**src/rtl/ntt_intt_ext_xbar_pkg.sv**
```systemverilog
// ============================================================================
// Module      : ntt_intt_ext_xbar_pkg
// Description : Shared OBI types, NTT/INTT address map and helpers for the
//               external-slave demultiplexer.
// Revision    : 1.0 - initial release
// ============================================================================
`default_nettype none

package ntt_intt_ext_xbar_pkg;

    typedef struct packed {
        logic        req;
        logic        we;
        logic [3:0]  be;
        logic [31:0] addr;
        logic [31:0] wdata;
    } obi_req_t;

    typedef struct packed {
        logic        gnt;
        logic        rvalid;
        logic [31:0] rdata;
    } obi_resp_t;

    // Start inclusive, end exclusive.
    typedef struct packed {
        logic [31:0] start_addr;
        logic [31:0] end_addr;
    } addr_map_rule_t;

    localparam int unsigned NSLAVE_DEFAULT = 2;

    localparam int unsigned NTT_IDX    = 0;
    localparam logic [31:0] NTT_START  = 32'hF000_0000;
    localparam logic [31:0] NTT_SIZE   = 32'h0020_0000;
    localparam logic [31:0] NTT_END    = NTT_START + NTT_SIZE;

    localparam int unsigned INTT_IDX   = 1;
    localparam logic [31:0] INTT_START = 32'hF020_0000;
    localparam logic [31:0] INTT_SIZE  = 32'h0020_0000;
    localparam logic [31:0] INTT_END   = INTT_START + INTT_SIZE;

    // Concatenation order places the INTT rule at index INTT_IDX (MSB slot).
    localparam addr_map_rule_t [NSLAVE_DEFAULT-1:0] DEFAULT_ADDR_RULES = {
        addr_map_rule_t'{start_addr: INTT_START, end_addr: INTT_END},
        addr_map_rule_t'{start_addr: NTT_START,  end_addr: NTT_END}
    };

    localparam logic [31:0] ERR_RDATA = 32'hBADACCE5;

    // Port-select width must also encode the virtual "unmapped" target NSLAVE.
    function automatic int unsigned sel_width(input int unsigned n);
        int unsigned w;
        w = $clog2(n + 1);
        return (w < 1) ? 1 : w;
    endfunction

endpackage

`default_nettype wire

```
**src/rtl/ntt_intt_ext_addr_decode.sv**
```systemverilog
// ============================================================================
// Module      : ntt_intt_ext_addr_decode
// Description : Combinational address decoder; lowest matching rule wins,
//               no match yields target NSLAVE and the unmapped flag.
// Revision    : 1.0 - initial release
// ============================================================================
`default_nettype none

module ntt_intt_ext_addr_decode
    import ntt_intt_ext_xbar_pkg::*;
#(
    parameter int unsigned                    NSLAVE     = NSLAVE_DEFAULT,
    parameter int unsigned                    SELW       = sel_width(NSLAVE),
    parameter addr_map_rule_t [NSLAVE-1:0]    ADDR_RULES = DEFAULT_ADDR_RULES
) (
    input  logic [31:0]     i_addr,
    output logic [SELW-1:0] o_target,
    output logic            o_unmapped
);

    // Scan from the top so the lowest matching index is the last one written.
    always_comb begin
        o_target   = SELW'(NSLAVE);
        o_unmapped = 1'b1;
        for (int i = NSLAVE - 1; i >= 0; i--) begin
            if ((i_addr >= ADDR_RULES[i].start_addr) && (i_addr < ADDR_RULES[i].end_addr)) begin
                o_target   = SELW'(i);
                o_unmapped = 1'b0;
            end
        end
    end

endmodule

`default_nettype wire

```
**src/rtl/ntt_intt_ext_obi_demux.sv**
```systemverilog
// ============================================================================
// Module      : ntt_intt_ext_obi_demux
// Description : 1-to-NSLAVE in-order OBI demultiplexer for the NTT/INTT slaves.
//               Define NTT_INTT_EXT_ERR_RESP_EN to answer unmapped accesses
//               locally with ERR_RDATA instead of routing them to port 0.
// Revision    : 1.0 - initial release
// ============================================================================
`default_nettype none

module ntt_intt_ext_obi_demux
    import ntt_intt_ext_xbar_pkg::*;
#(
    parameter int unsigned                 NSLAVE     = NSLAVE_DEFAULT,
    parameter int unsigned                 MAX_TRANS  = 4,
    parameter addr_map_rule_t [NSLAVE-1:0] ADDR_RULES = DEFAULT_ADDR_RULES
) (
    input  logic                           clk_i,
    input  logic                           rst_ni,
    input  obi_req_t                       master_req_i,
    output obi_resp_t                      master_resp_o,
    output obi_req_t                       slave_req_o  [NSLAVE],
    input  obi_resp_t                      slave_resp_i [NSLAVE],
    output logic [$clog2(MAX_TRANS+1)-1:0] outstanding_o,
    output logic                           unmapped_o
);

    localparam int unsigned     SELW        = sel_width(NSLAVE);
    localparam int unsigned     CNTW        = $clog2(MAX_TRANS + 1);
    localparam logic [SELW-1:0] C_UNMAP_SEL = SELW'(NSLAVE);
    localparam logic [CNTW-1:0] C_MAX_TRANS = CNTW'(MAX_TRANS);

    logic [CNTW-1:0] r_cnt;
    logic [SELW-1:0] r_sel;
    logic            r_err_rvalid;

    logic [SELW-1:0] w_dec_target;
    logic [SELW-1:0] w_target;
    logic            w_unmapped;
    logic            w_allowed;
    logic            w_gnt;
    logic            w_hs;
    logic            w_slv_rvalid;
    logic [31:0]     w_slv_rdata;
    logic            w_rsp;

    ntt_intt_ext_addr_decode #(
        .NSLAVE     (NSLAVE),
        .SELW       (SELW),
        .ADDR_RULES (ADDR_RULES)
    ) u_addr_decode (
        .i_addr     (master_req_i.addr),
        .o_target   (w_dec_target),
        .o_unmapped (w_unmapped)
    );

`ifdef NTT_INTT_EXT_ERR_RESP_EN
    assign w_target = w_dec_target;
`else
    assign w_target = w_unmapped ? '0 : w_dec_target;
`endif

    // rst_ni gates the combinational paths so nothing is granted while in reset.
    assign w_allowed = rst_ni && (r_cnt < C_MAX_TRANS) &&
                       ((r_cnt == '0) || (w_target == r_sel));

    always_comb begin
        w_gnt = 1'b0;
        for (int i = 0; i < NSLAVE; i++) begin
            slave_req_o[i] = '0;
        end
        if (w_allowed && master_req_i.req) begin
`ifdef NTT_INTT_EXT_ERR_RESP_EN
            if (w_target == C_UNMAP_SEL) begin
                w_gnt = 1'b1;
            end
`endif
            for (int i = 0; i < NSLAVE; i++) begin
                if (w_target == SELW'(i)) begin
                    slave_req_o[i] = master_req_i;
                    w_gnt          = slave_resp_i[i].gnt;
                end
            end
        end
    end

    always_comb begin
        w_slv_rvalid = 1'b0;
        w_slv_rdata  = '0;
        if (r_cnt != '0) begin
            for (int i = 0; i < NSLAVE; i++) begin
                if (r_sel == SELW'(i)) begin
                    w_slv_rvalid = slave_resp_i[i].rvalid;
                    w_slv_rdata  = slave_resp_i[i].rdata;
                end
            end
        end
    end

    assign w_hs  = master_req_i.req && w_gnt;
    assign w_rsp = w_slv_rvalid || r_err_rvalid;

    always_comb begin
        master_resp_o.gnt    = w_gnt;
        master_resp_o.rvalid = w_rsp;
        master_resp_o.rdata  = r_err_rvalid ? ERR_RDATA : w_slv_rdata;
    end

    always_ff @(posedge clk_i or negedge rst_ni) begin
        if (!rst_ni) begin
            r_cnt <= '0;
            r_sel <= '0;
        end else begin
            if (w_hs && !w_rsp) begin
                r_cnt <= r_cnt + CNTW'(1);
            end else if (!w_hs && w_rsp) begin
                r_cnt <= r_cnt - CNTW'(1);
            end
            if (w_hs) begin
                r_sel <= w_target;
            end
        end
    end

`ifdef NTT_INTT_EXT_ERR_RESP_EN
    always_ff @(posedge clk_i or negedge rst_ni) begin
        if (!rst_ni) begin
            r_err_rvalid <= 1'b0;
        end else begin
            r_err_rvalid <= w_hs && (w_target == C_UNMAP_SEL);
        end
    end
`else
    assign r_err_rvalid = 1'b0;
`endif

    assign outstanding_o = r_cnt;
    assign unmapped_o    = w_hs && w_unmapped;

`ifndef SYNTHESIS
    always @(posedge clk_i) begin
        if (rst_ni) begin
            for (int i = 0; i < NSLAVE; i++) begin
                if (slave_resp_i[i].rvalid) begin
                    assert ((r_cnt != '0) && (r_sel == SELW'(i)))
                    else $warning("ntt_intt_ext_obi_demux: spurious rvalid on port %0d ignored", i);
                end
            end
        end
    end
`endif

endmodule

`default_nettype wire

```
**config.mk**
```make
export PLATFORM = sky130hd
export DESIGN_NAME = ntt_intt_ext_obi_demux
export DESIGN_NICKNAME = d
export VERILOG_FILES = /design/src/rtl/ntt_intt_ext_xbar_pkg.sv /design/src/rtl/ntt_intt_ext_addr_decode.sv /design/src/rtl/ntt_intt_ext_obi_demux.sv
export SDC_FILE = /design/constraint.sdc
export NUM_CORES = 1
export LEC_CHECK = 0
export ABC_AREA = 1
export CAP_MARGIN = 20
export CORE_AREA = 2 2 122 124
export DETAILED_ROUTE_END_ITERATION = 12
export DIE_AREA = 0 0 124 126
export SYNTH_ARGS = -nofsm -noshare
export SYNTH_HDL_FRONTEND = slang
export SYNTH_SLANG_ARGS = --single-unit
export TNS_END_PERCENT = 20
```
**constraint.sdc**
```tcl
create_clock -name clk_i -period 5.3 [get_ports clk_i]
set_input_delay 0.53 -clock clk_i [delete_from_list [all_inputs] [get_ports clk_i]]
set_output_delay 0.53 -clock clk_i [all_outputs]
set_load 0.01 [all_outputs]
```
==> results of run 1 <==
power breakdown:
part	leakage (nW)	internal, mW	total, mW	switching (mW)
registers	0.0489	0.0435	0.0580	0.0146
logic	2.65	0.352	0.648	0.296
clock network	0.0370	0.0964	0.118	0.0214
total	2.74	0.492	0.824	0.332
worst max-delay path, delay by kind of cell:
family | cells | cell delay [ns]
buffers and inverters | 4 | 1.55
and+or+nand+nor | 7 | 1.15
state kept, by name, indices dropped and copies added (netlist names):
signal and flops:
outstanding_o 3, r_sel 1
placed cells by master (no fill, tap or decap), drive strengths merged, types with 3 or more instances in the layout:
cell type	count
clkbuf	3
conb	6
dfrtp	4
nor2	136
nand3	6
clkdlybuf4s50	311
nand2	150
buf	4
inv	118
metrics by stage:
step                      utilization, %  instance area [um2]  setup WS (ns)  power [mW]  cells
after floorplan                        -                 2160           2.99       0.347    462
after global placement              37.0                 5300           1.52       0.718    930
after detailed placement            37.0                 5300           1.49       0.715    930
after CTS                           37.6                 5380           1.48       0.839    933
after global routing                37.6                 5380           1.31       0.891    933
final                               37.6                 5380           1.50       0.824    933
layer usage:
| layer | part of all wire [%] | track usage (%) | up-vias |
|---|---|---|---|
| li1 | - | - | 1820 |
| met1 | 40 | 16.9 | 1429 |
| met2 | 48 | 26.0 | 187 |
| met3 | 12 | 4.57 | 7 |
| met4 | 0.63 | 1.85 | 0 |
| met5 | 0 | 0 | - |
layout make-up:
type	count	area, um2	area share (%)
clock buffer	3	75.1	1.40
tap	184	230	4.28
multi-input combinational	308	1380	25.7
sequential	4	100	1.86
timing repair buffer	315	3140	58.5
inverter	119	447	8.31
worst max path at each step:
stage	start	end
floorplan	master_req_i[55]	outstanding_o[1]
global placement	rst_ni	slave_req_o[87]
detailed placement	rst_ni	slave_req_o[87]
CTS	outstanding_o[0]	slave_req_o[93]
global route	outstanding_o[0]	slave_req_o[93]
finish	master_req_i[63]	slave_req_o[93]
logic make-up (layout without fill, tap and decap cells):
| group | count (synthesis) | count (layout) |
|---|---|---|
| AO/OA/AOI/OAI | 4 | 4 |
| XOR/XNOR | 2 | 2 |
| adder cells (fa/ha/maj) | 2 | 2 |
| buffers and inverters | 150 | 437 |
| flip-flops | 4 | 4 |
| multiplexers | 1 | 1 |
| other | 1 | 6 |
| AND/OR/NAND/NOR | 293 | 293 |
==> parameters.txt, run 1 <==
Parameter                              Value

Logic synthesis
  Total number of yosys warnings    0
  Multiplexer area fraction after synthesis    0.527%
  Combinational family with the most area after synthesis    simple AND/OR/NAND/NOR gates
  Fraction of registers with async set or reset after synthesis    between 90% and 100%
  Synthesized-area fraction occupied by ao, oa, aoi and oai cells    1.46%
  Cell taking the most area after synthesis    nand2_1
  Post-Synth Adder-Cell Area    1.52%
  Seq/Total Area, Yosys    between 4 and 5%
  Portion of synthesized cell area occupied by the leading cell type    between 20% and 30%
  Cell with the most instances after synthesis    nand2_1
  Xor/xnor share of the synthesized area    less than 1%
  Commonest cells post-synth    nand2_1, inv_1, nor2_1
  Count of state elements after synthesis    4
  Simple-gate share of the synthesized area    58.8%
  Unique cell type count in the Yosys netlist    30
  Ranking of synthesized cells by area    nand2_1, inv_1, nor2_1, nor2_2, dfrtp_1
  Mean instance size in the synthesized netlist    4.68 um2
  Count of flip-flops with a built-in enable after synthesis    0
  Primary FF master, synth    dfrtp_1
  Syn Inst Count    around 460
  Cell area after synthesis    roughly 2100 um2

Die
  Total I/O pin count    between 300 and 400
  Site Rows    44
  Core box area    between 10,000 and 15,000 um2
  Starting density of the core    14.9%
  Die Ht    ~130 um
  Die Width    about 120 um
  Die area    between 15,000 and 20,000 um2

Placement
  Post-DP HPWL    10,600 um
  Port buffer count    311
  GPL Wtd Cong    slightly below 0.8

CTS
  Post-CTS resize count    0
  CTS Hold Bufs    0
  CTS tree    built
  Post-CTS Setup Bufs    0
  Clock transition time at the flip-flop clock pins of the worst setup and hold paths    0.03 ns
  Worst-skew pair later-pin latency    around 0.22 ns
  Sinks on the clock net    4
  CTS Root Cell    clkbuf_16
  Max Buffers Root-to-Sink    2
  Number of buffers inserted during clock tree synthesis    3
  H-tree depth    1

Worst setup path
  Max stage delay cell, worst path    nand3_4
  Worst Reg-to-Reg Cells    13
  CP max FO    48
  Worst EP required    about 4.8 ns
  Crit Path Category    in2out
  Arrival time worst endpoint    approximately 3.3 ns
  Startpoint of the lowest-slack register-to-register path    outstanding_o[0]
  Critical Path, Cell by Cell    clkdlybuf4s50_1, nand2_1, inv_1, nand2_1, nor2_1, nand3_1, nand3_2, nand3_4, buf_4, nor2_2, clkdlybuf4s50_1
  Delay of the slowest cell on the worst path    0.55 ns
  Element type at the critical path start    input port
  Reg2Reg Setup Slack    2.51 ns
  Endpoint of the worst-slack reg-to-reg timing path    outstanding_o[2]
  Critical path capture point type    primary output

Timing
  Number of setup violations in the final report    0
  Clock skew    approximately 0.00013 ns
  Final critical delay including setup and external delays    between 3 and 4 ns
  Worst-case headroom to the max-slew limit    around half
  Fin Setup TNS    0 ns
  Final-report max-slew violation count    0
  Setup repair after global routing missed its margin    no
  Worst hold margin    ~0.52 ns
  Achievable frequency    roughly 260 MHz
  Hold Violations, Final    0
  Share of the clock period used by the worst path    71.7%
  Actual transition at the worst max-transition pin    around 0.77 ns

Global routing
  Number of antenna violations at the first check in global routing    0
  Total global routing overflow    0
  First-pass GRT wire length    ~17,000 um
  Total routing usage reported by global routing    14.4%
  Pin count of the biggest net entering global routing    49
  Number of global-route vias before repair    just over 3,000

Run
  Number of max-cap violations    0

Cells and area
  Share of post-route cells with drive strength above 1    under 10%
  Number of nets in the layout    about 890
  Antenna Diode Count    0
  Relative area change from synthesis to final layout    152%
  Number of fillers in the final layout    1,540

Route
  DR iter-0 viols    roughly 140
  Number of detailed-routing iterations run before antenna repair    4
  Total length of routed wires    between 10,000 and 15,000 um
  Average routed wire per standard cell    ~13 um
  Antenna-violating nets left    0
  Vias    3,443
  Post-detailed-route DRC marker count    0
  Number of vias per cell    about 3.7

Pwr
  Maximum VDD drop    approximately 0.000072 V
  Power density over the cells    about 150 nW/um2
  Static leakage power    ~2.7 nW

Status
  Status    finished, final reports clean

Hold path
  Hold Crit Class    in2async
No activity file was read; power rests on OpenSTA's default activity.
==> inputs of run 2 (changes only) <==
--- a/config.mk
+++ b/config.mk
@@ -7,9 +7,9 @@
 export LEC_CHECK = 0
 export ABC_AREA = 1
 export CAP_MARGIN = 20
-export CORE_AREA = 2 2 122 124
+export CORE_AREA = 2 2 125 127
 export DETAILED_ROUTE_END_ITERATION = 12
-export DIE_AREA = 0 0 124 126
+export DIE_AREA = 0 0 127 129
 export SYNTH_ARGS = -nofsm -noshare
 export SYNTH_HDL_FRONTEND = slang
 export SYNTH_SLANG_ARGS = --single-unit
==> constraint.sdc (replaced) <==
create_clock -name clk_i -period 3.1 [get_ports clk_i]
set_input_delay 0.31 -clock clk_i [delete_from_list [all_inputs] [get_ports clk_i]]
set_output_delay 0.31 -clock clk_i [all_outputs]
set_load 0.01 [all_outputs]
==> parameters.txt, run 2 (synthesis results as in run 1) <==
Parameter                              Value

Status
  Status    finished, final reports clean

Global routing
  Number of antenna violations at the first check in global routing    0
  Total global routing overflow    0
  First-pass GRT wire length    ~18,000 um
  Total routing usage reported by global routing    approximately 14%
  Number of global-route vias before repair    ~3,100
  Pin count of the biggest net entering global routing    44

Placement
  Post-DP HPWL    roughly 11,000 um
  Post-Place Cell Area    5350 um2
  Post-Place Setup Slack    approximately 0.23 ns
  GPL Wtd Cong    slightly below 0.8
  Port buffer count    around 310

Route
  Number of vias per cell    roughly 3.7
  Number of detailed-routing iterations run before antenna repair    4
  Vias    ~3,500
  Total length of routed wires    about 12,000 um
  DR iter-0 viols    ~130
  Antenna-violating nets left    0
  Post-detailed-route DRC marker count    0
  Average routed wire per standard cell    between 10 and 15 um

Timing
  Fin Setup TNS    0 ns
  Final critical delay including setup and external delays    2.86 ns
  Clock skew    approximately 0.0019 ns
  Setup repair after global routing missed its margin    no
  Share of the clock period used by the worst path    just over 90%
  Worst hold margin    roughly 0.39 ns
  Achievable frequency    349 MHz
  Final-report max-slew violation count    0
  Hold Violations, Final    0
  Worst setup slack after layout    around 0.24 ns
  Number of setup violations in the final report    0

Worst setup path
  CP top delay family    buffers and inverters
  Max stage delay cell, worst path    clkdlybuf4s50_1
  Critical path capture point type    primary output
  Critical Path, Cell by Cell    clkdlybuf4s50_1, nand2_1, nor2_2, nand2_1, nor2_1, o211ai_4, buf_4, nor2_1, clkdlybuf4s50_1
  CP max FO    37
  Worst EP required    approximately 2.8 ns
  Arrival time worst endpoint    2.55 ns
  Delay of the slowest cell on the worst path    about 0.60 ns
  Worst Path Buf+Inv    3
  Element type at the critical path start    input port
  Crit Path Category    in2out

Pwr
  Cell-internal power    0.853 mW
  Fraction of power consumed by combinational cells    78.9%
  Switching portion of total power    about two fifths
  Power density over the cells    261 nW/um2
  Static leakage power    between 2 and 3 nW
  Flop pwr share    approximately 7.0%
  Maximum VDD drop    around 0.00026 V
  Switching component of the power    ~0.56 mW
  Clock group share of total power    approximately 14%
  Total Power    roughly 1.4 mW

Cells and area
  Number of fillers in the final layout    roughly 1,700
  Relative area change from synthesis to final layout    154%
  Most common cell after layout, fill and taps aside    clkdlybuf4s50_1
  Footprint of the multi-input gates    around 1400 um2
  Most frequent cells in the layout    clkdlybuf4s50_1, nand2_1, inv_1
  Antenna Diode Count    0
  Flip-flop count of the largest register, all copies and words added    3
  Number of nets in the layout    around 900
  Area of all sequential standard cells    100 um2
  Share of post-route cells with drive strength above 1    8.23%
  Final cell area excluding filler cells    5420 um2

Die
  Core box area    around 15,000 um2
  Total I/O pin count    approximately 320
  Starting density of the core    about 14%
  Die Ht    roughly 130 um
  Site Rows    45
  Die area    16,400 um2
  Die Width    about 130 um

CTS
  Sinks on the clock net    4
  Number of buffers inserted during clock tree synthesis    3
  Post-CTS resize count    0
  Clock transition time at the flip-flop clock pins of the worst setup and hold paths    roughly 0.030 ns
  CTS tree    built
  CTS Hold Bufs    0
  Post-CTS Setup Bufs    0
  Max Buffers Root-to-Sink    2
  CTS Root Cell    clkbuf_16
  H-tree depth    1
  Worst-skew pair later-pin latency    0.22 ns

Hold path
  Hold Crit Class    in2async

Run
  Number of max-cap violations    0
run 2: per-layer routing:
metal | part of all wire [%] | global-route usage (%) | up-vias
met5 | 0 | 0 | -
met4 | 0.43 | 1.42 | 0
met3 | 8.5 | 3.49 | 6
met2 | 47 | 23.0 | 180
met1 | 44 | 18.0 | 1474
li1 | - | - | 1829
run 2: final timing paths:
check	from	to	slack, ns	cells past startpoint
worst max-delay path	master_req_i[62]	slave_req_o[32]	0.24	9
worst min-delay path	rst_ni	r_sel[0]	0.39	2
worst max register to register	outstanding_o[0]	outstanding_o[2]	0.76	12
worst min register to register	outstanding_o[0]	outstanding_o[0]	0.57	1
max in group asynchronous	rst_ni	outstanding_o[2]	2.61	2
min in group clk_i	outstanding_o[0]	outstanding_o[0]	0.57	1
run 2: final cells by class:
type                            instances  share of cell area [%]
Timing Repair Buffer                  319                    58.7
Multi-Input combinational cell        308                    25.5
Inverter                              119                    8.24
Tap cell                              188                    4.34
Sequential cell                         4                    1.85
Clock buffer                            3                    1.38
run 2: power groups by stage:
stage	combinational, mW	clock (mW)	sequential, mW
floorplan	0.488	0	0.106
global placement	1.13	0	0.100
detailed placement	1.13	0	0.0997
CTS	1.14	0.202	0.0997
global route	1.22	0.208	0.104
finish	1.12	0.200	0.0988
run 2: metrics by stage:
stage,cells,util [%]
final,941,36.2
after global routing,941,36.2
after CTS,941,36.2
after detailed placement,938,35.7
after global placement,938,35.7
after floorplan,462,-
==> inputs of run 3 (changes only) <==
==> constraint.sdc (replaced) <==
create_clock -name clk_i -period 2.42 [get_ports clk_i]
set_input_delay 0.242 -clock clk_i [delete_from_list [all_inputs] [get_ports clk_i]]
set_output_delay 0.242 -clock clk_i [all_outputs]
set_load 0.01 [all_outputs]
==> parameters.txt, run 3 (synthesis results as in run 1) <==
Parameter                              Value

Die
  Site Rows    45
  Starting density of the core    between 10 and 15%
  Total I/O pin count    between 300 and 400
  Core box area    between 10,000 and 15,000 um2
  Die Width    127 um
  Die Ht    between 100 and 150 um
  Die area    16,400 um2

CTS
  H-tree depth    1
  CTS Hold Bufs    0
  Clock transition time at the flip-flop clock pins of the worst setup and hold paths    roughly 0.03 ns
  Number of buffers inserted during clock tree synthesis    3
  CTS Root Cell    clkbuf_16
  CTS tree    built
  Sinks on the clock net    4
  Worst-skew pair later-pin latency    approximately 0.22 ns
  Max Buffers Root-to-Sink    2

Worst setup path
  Worst EP required    between 2 and 2.5 ns
  Reg2Reg Setup Slack    0.34 ns
  Crit Path Category    in2out
  CP max FO    8
  Element type at the critical path start    input port
  Endpoint of the worst-slack reg-to-reg timing path    outstanding_o[2]
  Arrival time worst endpoint    roughly 2.2 ns
  Startpoint of the lowest-slack register-to-register path    outstanding_o[2]
  Worst Reg-to-Reg Cells    11
  Critical path capture point type    primary output

Cells and area
  Most frequent cells in the layout    clkdlybuf4s50_1, nand2_1, inv_1
  Share of post-route cells with drive strength above 1    approximately 15%
  Final cell area excluding filler cells    5520 um2
  Number of fillers in the final layout    around 1,700
  Most common cell after layout, fill and taps aside    clkdlybuf4s50_1
  Antenna Diode Count    0
  Finished Core Util    36.9%
  Relative area change from synthesis to final layout    158%
  Final Non-Filler Cells    961
  Flip-flop count of the largest register, all copies and words added    3
  Number of nets in the layout    roughly 900

Timing
  Setup repair after global routing missed its margin    yes
  Clock skew    just over 0.0009 ns
  Final-report max-slew violation count    0
  Hold Violations, Final    0
  Number of setup violations in the final report    10
  Share of the clock period used by the worst path    102%
  Final critical delay including setup and external delays    between 2 and 2.5 ns
  Worst setup slack after layout    -0.0483 ns
  Worst hold margin    0.331 ns
  Achievable frequency    ~410 MHz

Route
  Antenna-violating nets left    0
  Vias    between 3,000 and 4,000
  Average routed wire per standard cell    around 13 um
  Post-detailed-route DRC marker count    0
  Number of vias per cell    about 3.7
  Number of detailed-routing iterations run before antenna repair    4
  DR iter-0 viols    141
  Total length of routed wires    12,500 um

Placement
  Total instance count after detailed placement    roughly 960
  GPL Wtd Cong    0.828
  Post-Place Setup Slack    -0.175 ns
  Post-DP HPWL    about 11,000 um
  Post-Place Cell Area    approximately 5500 um2
  Port buffer count    311

Pwr
  Fraction of power consumed by combinational cells    between 70% and 80%
  Clock group share of total power    about 14%
  Power density over the cells    327 nW/um2
  Switching portion of total power    ~40%
  Flop pwr share    between 6 and 7%
  Static leakage power    between 3 and 4 nW
  Switching component of the power    between 0.7 and 0.8 mW
  Cell-internal power    around 1.1 mW
  Maximum VDD drop    approximately 0.00050 V

Status
  Status    complete, but fails checks
  Violations in the final reports    setup timing

Global routing
  First-pass GRT wire length    17,100 um
  Total routing usage reported by global routing    between 10% and 20%
  Total global routing overflow    0
  Pin count of the biggest net entering global routing    48
  Number of global-route vias before repair    about 3,000
  Number of antenna violations at the first check in global routing    0

Run
  Number of max-cap violations    0

Hold path
  Hold Crit Class    in2async
run 3: changes by cell type in the layout (fill, tap and decap cells not counted), sizes merged:
cell / delta
clkdlybuf4s50: -100
dlymetal6s2s: +29
clkbuf: +21
dlygate4sd2: +42
clkdlybuf4s15: +1
buf: +27
run 3: how the worst max path moves through the flow:
stage,from,to,slack (ns),cells after the start
after floorplan,outstanding_o[0],outstanding_o[2],0.30,13
after global placement,master_req_i[61],outstanding_o[2],-0.15,15
after detailed placement,master_req_i[61],outstanding_o[2],-0.17,15
after CTS,master_req_i[61],slave_req_o[88],-0.14,11
after global routing,master_req_i[61],slave_req_o[139],-0.19,11
final,master_req_i[61],slave_req_o[139],-0.05,11
run 3: metrics by stage:
step	TNS, ns	power, mW
finish	-0.182	1.81
global placement	-7.59	1.61
floorplan	0	0.761
CTS	-3.17	1.83
global route	-4.55	1.95
detailed placement	-10.73	1.61
run 3: final cells by class:
cell class	count	area (um2)	share of cell area, %
timing repair buffer	339	3270	59.2
multi-input combinational	308	1400	25.3
inverter	119	447	8.09
tap	188	235	4.26
sequential	4	100	1.81
clock buffer	3	75.1	1.36
run 3: metal layers:
metal / share of wire [%] / global-route usage, %
met5: 0 / 0
met4: 0.47 / 1.42
met3: 11 / 3.24
met2: 47 / 22.4
met1: 42 / 17.9
run 3: repair_timing:
action / in CTS / in global routing
pin swaps: 0 / 1
setup endpoints to repair: 127 / 77
gates resized for setup: 66 / 80
setup buffers: 0 / 1
run 3: power by group through the flow:
stage	combinational [mW]	sequential [mW]	clock, mW
4_1_cts	1.46	0.117	0.255
3_3_place_gp	1.50	0.118	0
3_5_place_dp	1.50	0.117	0
6_report	1.44	0.117	0.250
5_1_grt	1.56	0.121	0.262
2_1_floorplan	0.626	0.135	0
run 3: worst max-delay path: stages:
cell	delay [ns]
clkdlybuf4s50_1	0.48
nand2_1	0.12
inv_1	0.07
nand2_1	0.06
nor2_2	0.09
nand3_1	0.10
nand3_2	0.14
nand3_4	0.15
buf_6	0.19
inv_1	0.05
clkdlybuf4s50_1	0.52
